--- config.mk ---
export PLATFORM = sky130hd
export DESIGN_NAME = uart_rx_fifo
export DESIGN_NICKNAME = d
export VERILOG_FILES = /design/src/rtl/uart_pkg.sv /design/src/rtl/sync_fifo.sv /design/src/rtl/uart_rx_fifo.sv
export SDC_FILE = /design/constraint.sdc
export NUM_CORES = 1
export LEC_CHECK = 0
export CAP_MARGIN = 20
export CORE_MARGIN = 2
export CORE_UTILIZATION = 30
export CTS_CLUSTER_SIZE = 20
export DETAILED_ROUTE_END_ITERATION = 8
export PLACE_DENSITY = 0.43
export SLEW_MARGIN = 20
export SYNTH_ARGS = -nofsm -noshare
export SYNTH_HDL_FRONTEND = slang
export SYNTH_HIERARCHICAL = 1
export SYNTH_SLANG_ARGS = --single-unit
export TNS_END_PERCENT = 50
--- constraint.sdc ---
create_clock -name clk -period 3 [get_ports clk]
set_input_delay 0.3 -clock clk [delete_from_list [all_inputs] [get_ports clk]]
set_output_delay 0.3 -clock clk [all_outputs]
set_load 0.02 [all_outputs]
--- src/rtl/uart_pkg.sv ---
// Shared UART definitions: receiver state encoding, parity mode constants and
// the parity helper (also intended for a future uart_tx_fifo).
//   rx_state_t         receiver FSM states
//   PARITY_NONE/ODD/EVEN  parity mode selector values
//   parity_bit()       parity bit a transmitter would append to a payload
package uart_pkg;

    localparam int PARITY_NONE   = 0;
    localparam int PARITY_ODD    = 1;
    localparam int PARITY_EVEN   = 2;
    localparam int MAX_DATA_BITS = 9;

    typedef enum logic [2:0] {
        IDLE,
        START,
        DATA,
        PARITY,
        STOP
    } rx_state_t;

    // Payload must be zero-extended to MAX_DATA_BITS; zeros do not change the XOR.
    function automatic logic parity_bit(input logic [MAX_DATA_BITS-1:0] data, input int mode);
        return (mode == PARITY_ODD) ? ~(^data) : (^data);
    endfunction

endpackage

--- src/rtl/sync_fifo.sv ---
// Synchronous FIFO with combinational (registered-read-free) head output.
//   clk, rst   clock, synchronous active-low reset
//   push/wdata write request; ignored when full unless a pop happens the same cycle
//   pop        read request; ignored when empty (no bypass of a same-cycle push)
//   rdata      head entry, forced to 0 while empty
//   full/empty/count  occupancy status
module sync_fifo #(
    parameter int WIDTH = 8,
    parameter int DEPTH = 8
) (
    input  logic                     clk,
    input  logic                     rst,
    input  logic                     push,
    input  logic [WIDTH-1:0]         wdata,
    input  logic                     pop,
    output logic [WIDTH-1:0]         rdata,
    output logic                     full,
    output logic                     empty,
    output logic [$clog2(DEPTH):0]   count
);

    localparam int AW = $clog2(DEPTH);
    localparam int CW = AW + 1;

    logic [WIDTH-1:0] mem [DEPTH];
    logic [AW-1:0]    wr_ptr;
    logic [AW-1:0]    rd_ptr;
    logic             do_push;
    logic             do_pop;

    assign empty   = (count == '0);
    assign full    = (count == CW'(DEPTH));
    assign do_pop  = pop && !empty;
    // A pop frees the slot this cycle, so a full FIFO still accepts the push.
    assign do_push = push && (!full || do_pop);
    assign rdata   = empty ? '0 : mem[rd_ptr];

    always_ff @(posedge clk) begin
        if (!rst) begin
            wr_ptr <= '0;
            rd_ptr <= '0;
            count  <= '0;
        end else begin
            if (do_push) begin
                mem[wr_ptr] <= wdata;
                wr_ptr      <= wr_ptr + AW'(1);
            end
            if (do_pop) begin
                rd_ptr <= rd_ptr + AW'(1);
            end
            case ({do_push, do_pop})
                2'b10:   count <= count + CW'(1);
                2'b01:   count <= count - CW'(1);
                default: ;
            endcase
        end
    end

endmodule

--- src/rtl/uart_rx_fifo.sv ---
// Oversampling UART receiver feeding a word FIFO behind a valid/ready port.
//   clk, rst     clock, synchronous active-low reset
//   rx           asynchronous serial input, idle high
//   m_data/m_perr/m_ferr  head-of-FIFO payload and error tags
//   m_valid/m_ready       stream handshake; pop when both high
//   overrun      one-cycle pulse when a completed frame is dropped (FIFO full)
//   fifo_count   entries held
//
// state  | meaning
// IDLE   | line idle; waits for start edge (or for line high after a break)
// START  | confirming start bit at its centre
// DATA   | sampling payload bits, LSB first
// PARITY | sampling and checking the parity bit
// STOP   | sampling stop bit(s); pushes the word on the last one
module uart_rx_fifo #(
    parameter int CLKS_PER_SAMPLE = 325,
    parameter int OVERSAMPLE      = 16,
    parameter int DATA_BITS       = 8,
    parameter int PARITY          = 0,
    parameter int STOP_BITS       = 1,
    parameter int FIFO_DEPTH      = 8
) (
    input  logic                          clk,
    input  logic                          rst,
    input  logic                          rx,
    output logic [DATA_BITS-1:0]          m_data,
    output logic                          m_perr,
    output logic                          m_ferr,
    output logic                          m_valid,
    input  logic                          m_ready,
    output logic                          overrun,
    output logic [$clog2(FIFO_DEPTH):0]   fifo_count
);

    import uart_pkg::*;

    localparam int TW = $clog2(CLKS_PER_SAMPLE + 1);
    localparam int SW = $clog2(OVERSAMPLE);
    localparam int BW = $clog2(DATA_BITS);
    localparam int EW = DATA_BITS + 2;

    localparam logic [TW-1:0] TICK_RELOAD = TW'(CLKS_PER_SAMPLE - 1);
    localparam logic [SW-1:0] SC_MID      = SW'(OVERSAMPLE / 2 - 1);
    localparam logic [SW-1:0] SC_LAST     = SW'(OVERSAMPLE - 1);

    logic                 rx_m;
    logic                 rx_s;
    logic [TW-1:0]        tick_cnt;
    logic                 tick;
    rx_state_t            state;
    logic [SW-1:0]        sc;
    logic [BW-1:0]        bit_idx;
    logic                 stop_idx;
    logic [DATA_BITS-1:0] shift;
    logic [MAX_DATA_BITS-1:0] shift_ext;
    logic                 perr;
    logic                 ferr;
    logic                 wait_high;
    logic                 start_seen;
    logic                 push;
    logic                 full;
    logic                 empty;
    logic [EW-1:0]        wdata;
    logic [EW-1:0]        rdata;

    always_ff @(posedge clk) begin
        if (!rst) begin
            rx_m <= 1'b1;
            rx_s <= 1'b1;
        end else begin
            rx_m <= rx;
            rx_s <= rx_m;
        end
    end

    assign start_seen = (state == IDLE) && !wait_high && !rx_s;
    assign tick       = (tick_cnt == '0);
    assign shift_ext  = MAX_DATA_BITS'(shift);

    // Down-counter; reloading on the start edge puts every bit sample
    // a whole number of ticks after that edge.
    always_ff @(posedge clk) begin
        if (!rst) begin
            tick_cnt <= TICK_RELOAD;
        end else if (start_seen || tick) begin
            tick_cnt <= TICK_RELOAD;
        end else begin
            tick_cnt <= tick_cnt - TW'(1);
        end
    end

    always_ff @(posedge clk) begin
        if (!rst) begin
            state     <= IDLE;
            sc        <= '0;
            bit_idx   <= '0;
            stop_idx  <= 1'b0;
            shift     <= '0;
            perr      <= 1'b0;
            ferr      <= 1'b0;
            wait_high <= 1'b0;
        end else if (state == IDLE) begin
            if (wait_high) begin
                if (rx_s) wait_high <= 1'b0;
            end else if (!rx_s) begin
                state <= START;
                sc    <= '0;
                perr  <= 1'b0;
                ferr  <= 1'b0;
            end
        end else if (tick) begin
            case (state)
                START: begin
                    if (sc == SC_MID) begin
                        sc      <= '0;
                        bit_idx <= '0;
                        state   <= rx_s ? IDLE : DATA;
                    end else begin
                        sc <= sc + SW'(1);
                    end
                end
                DATA: begin
                    if (sc == SC_LAST) begin
                        sc    <= '0;
                        shift <= {rx_s, shift[DATA_BITS-1:1]};
                        if (bit_idx == BW'(DATA_BITS - 1)) begin
                            stop_idx <= 1'b0;
                            state    <= (PARITY != PARITY_NONE) ? uart_pkg::PARITY : STOP;
                        end else begin
                            bit_idx <= bit_idx + BW'(1);
                        end
                    end else begin
                        sc <= sc + SW'(1);
                    end
                end
                uart_pkg::PARITY: begin
                    if (sc == SC_LAST) begin
                        sc       <= '0;
                        perr     <= (rx_s != parity_bit(shift_ext, PARITY));
                        stop_idx <= 1'b0;
                        state    <= STOP;
                    end else begin
                        sc <= sc + SW'(1);
                    end
                end
                STOP: begin
                    if (sc == SC_LAST) begin
                        sc <= '0;
                        if (!rx_s) ferr <= 1'b1;
                        if (stop_idx == 1'(STOP_BITS - 1)) begin
                            state <= IDLE;
                            // Last stop sample low: a break; do not re-arm until the line returns high.
                            wait_high <= !rx_s;
                        end else begin
                            stop_idx <= 1'b1;
                        end
                    end else begin
                        sc <= sc + SW'(1);
                    end
                end
                default: state <= IDLE;
            endcase
        end
    end

    assign push  = tick && (state == STOP) && (sc == SC_LAST) && (stop_idx == 1'(STOP_BITS - 1));
    // The last stop sample is folded in directly since ferr only updates next cycle.
    assign wdata = {perr, ferr | ~rx_s, shift};

    sync_fifo #(
        .WIDTH (EW),
        .DEPTH (FIFO_DEPTH)
    ) u_fifo (
        .clk   (clk),
        .rst   (rst),
        .push  (push),
        .wdata (wdata),
        .pop   (m_ready),
        .rdata (rdata),
        .full  (full),
        .empty (empty),
        .count (fifo_count)
    );

    assign m_valid = !empty;
    assign m_perr  = rdata[EW-1];
    assign m_ferr  = rdata[EW-2];
    assign m_data  = rdata[DATA_BITS-1:0];
    assign overrun = push && full && !m_ready;

endmodule

==> results.md <==
* Share of cells above drive strength 1 at 0.208
* DP Wirelength at 6790 um
* Vias at 3129
* Vias in the first global route at 3112
* Most common cell after layout, fill and taps aside: edfxtp_1
* Grt peak-use layer: met2
* Critical path's largest stage delay at 470 ps
* Outcome: finished, final reports clean
* Die Y-Extent at 137 um
* Setup WS pre-CTS at 63.3 ps
* CTS tree: done
* Synth warn at 6
* Hold Path Class: flip-flop to flip-flop
* Total of max-cap violations at 0
* Grt met2 use at 0.206
* Arr. time, crit path at 3120 ps
* Relative slew slack at 0.647
* Worst EP required at 3340 ps
* First-pass GRT wire length at 17000 um
* Area grow syn2layout at 22.6%
* Slowest CP cell: or4b_4
* Global route overflow at 0
* Clock slew at reported path FFs at 60 ps
* Skew final at 11.6 ps
* Row count at 48
* Post-synthesis sequential area ratio at 0.624
* Initial antenna violation count at 0
* Post-route cell area at 6490 um^2
* Hold Vio Cnt, Final at 0
* Via density per instance at 4.68
* Clock buffer depth at 2
* Fin worst setup slack at 224 ps
* Initial DRC Count at 99
* Period minus WS final at 2780 ps
* Tcrit/Tclk final at 0.925
* Largest net degree at the start of global routing at 21
* RePlAce Congestion at 0.733
* Critical Path Fanout Max at 5
* Post-route ant nets at 0
* Register bit count reported by yosys at 125
* Synth cell types at 52
* Top FF cell, synth: edfxtp_1
* Post-synth EDFFs at 80
* Die Wd at 137 um
* Placed Area at 5880 um^2
* Gate Count Post-Synth at 384
* Worst slew pin tran at 529 ps
* F_max at 360 MHz
* Final Total Pwr at 3.92 mW
* Total length of routed wires at 10600 um
* Peak VDD IR at 0.378 mV
* Wirelength per Cell at 15.8 um
* Antenna diode count at 0
* Syn Std Cell Area at 5290 um^2
* # clock sinks at 125
* Setup violations, final at 0
* Root buffer cell: clkbuf_16
* DRT Pass-1 Iters at 4
* CTS H-Tree Depth at 4
* Cts hold-fix bufs at 0
* Worst skew pair latency at 420 ps
* Routing usage on met3 at 0.0411
* RSZ-0062 raised after global routing: no
* P_leak at 2.27 nW
* CP Cell Sequence: inv_1 -> ha_2 -> or4b_4 -> nor4_2 -> buf_4 -> o21ai_2 -> ha_2 -> ha_1 -> a21o_1 -> a21oi_2 -> mux2i_1 -> mux2i_1
* Max-slew violations at 0
* I/O Pins at 20
* Met1 usage at 0.154
* Final net count at 444
* TritonCTS buffer count at 17
* Mapped Nets at 398
* Drt drc at 0
* Core Region at 17300 um^2
* Mapped Avg Cell Area at 13.8 um^2
* Most frequent cells in the layout: edfxtp_1 (80), dfxtp_1 (45), nor2_1 (41)
* Startpoint Class: flip-flop
* Critical path capture point type: flip-flop
* Die Footprint at 18700 um^2
* Initial core utilization at 0.306
* Pwr per Cell Area at 604 nW/um^2
* Crit Path Class: flip-flop to flip-flop
* Port bufs at 19
* Global-route usage over all layers at 0.125
* Ys async rst share at 0
## repair_timing
item | 4_1_cts | 5_1_grt
resized for setup | 1 | 4
pin swaps | 0 | 1
cloned | 0 | 0
buffers inserted | 0 | 1
setup endpoints to repair | 1 | 1
## where the power goes
group / switching, mW / leakage (nW) / internal [mW]
Clock: 0.767 / 0.281 / 1.23
Sequential: 0.0127 / 1.10 / 1.83
Combinational: 0.0463 / 0.887 / 0.0377
## through the flow
| stage | util | setup TNS (ps) | instances | hold WS [ps] |
|---|---|---|---|---|
| CTS | 0.374 | 0 | 667 | 425 |
| detailed placement | 0.340 | 0 | 635 | 400 |
| floorplan | - | -10290 | 384 | 373 |
| finish | 0.375 | 0 | 668 | 417 |
| global route | 0.375 | 0 | 668 | 454 |
| global placement | 0.340 | 0 | 635 | 399 |
## Yosys cell counts (all sizes together) (3+ instances only)
| cell | number | area [um^2] |
|---|---|---|
| nand2 | 22 | 82.6 |
| or4 | 3 | 22.5 |
| edfxtp | 80 | 2400 |
| nand3b | 3 | 22.5 |
| xnor2 | 12 | 105 |
| nor3 | 9 | 45.0 |
| inv | 9 | 33.8 |
| nor2b | 6 | 37.5 |
| ha | 9 | 113 |
| nand3 | 8 | 40.0 |
| mux4 | 20 | 450 |
| or4b | 3 | 37.5 |
| buf | 5 | 30.0 |
| mux2i | 24 | 240 |
| clkbuf | 10 | 37.5 |
| o21a | 4 | 30.0 |
| dfxtp | 45 | 901 |
| nor2 | 41 | 154 |
| and2 | 7 | 43.8 |
| nand2b | 9 | 56.3 |
| o21ai | 10 | 53.8 |
| xor2 | 3 | 26.3 |
| a21oi | 9 | 45.0 |
| or2 | 5 | 33.8 |
| nor4 | 3 | 18.8 |
## routing by layer
metal	routed length [um]	up-vias
met4	69	0
met2	5240	31
met3	292	6
met5	0	-
met1	4950	1565
li1	-	1527
## logic make-up (layout without fill, tap and decap cells)
| family | after synthesis | count (layout) | share of synthesized area |
|---|---|---|---|
| adders and majority gates | 10 | 10 | 0.0251 |
| DFF | 125 | 125 | 0.624 |
| xor gates and xnor gates | 16 | 16 | 0.0291 |
| and+or+nand+nor | 128 | 128 | 0.125 |
| AOI/OAI and AO/OA | 36 | 36 | 0.0454 |
| buffers and inverters | 24 | 83 | 0.0191 |
| muxes | 45 | 45 | 0.133 |
## sequential cells by signal (all words and copies together) (netlist names), named ones only
signal,cells
rx_m,1
u_fifo/rd_ptr,3
u_fifo/count,4
tick_cnt,9
shift,8
state,3
u_fifo/wr_ptr,3
bit_idx,3
wait_high,1
ferr,1
perr,1
u_fifo/mem,80
rx_s,1
sc,4
## path summary, 6_finish.rpt
| path | slack [ps] | from | to | cells after the start |
|---|---|---|---|---|
| max | 220 | tick_cnt[0] | u_fifo/count[3] | 12 |
| min | 420 | rx_m | rx_s | 1 |
| min reg2reg | 420 | rx_m | rx_s | 1 |
| max reg2reg | 220 | tick_cnt[0] | u_fifo/count[3] | 12 |
## area by class of cell
class	instances	area [um^2]
Fill cell	1665	10800
Tap cell	225	282
Sequential cell	125	3300
Clock buffer	17	425
Multi-Input combinational cell	235	1910
Clock inverter	15	160
Inverter	9	33.8
Timing Repair Buffer	42	374
## worst max-delay path, delay by kind of cell, from the launching register on
family | cells | cell delay (ps)
buf+inv | 2 | 230
mux | 2 | 410
compound gates | 3 | 430
fa+ha+maj | 3 | 700
simple gates | 2 | 610
flops | 1 | 320
No activity file was read; power rests on OpenSTA's default activity.
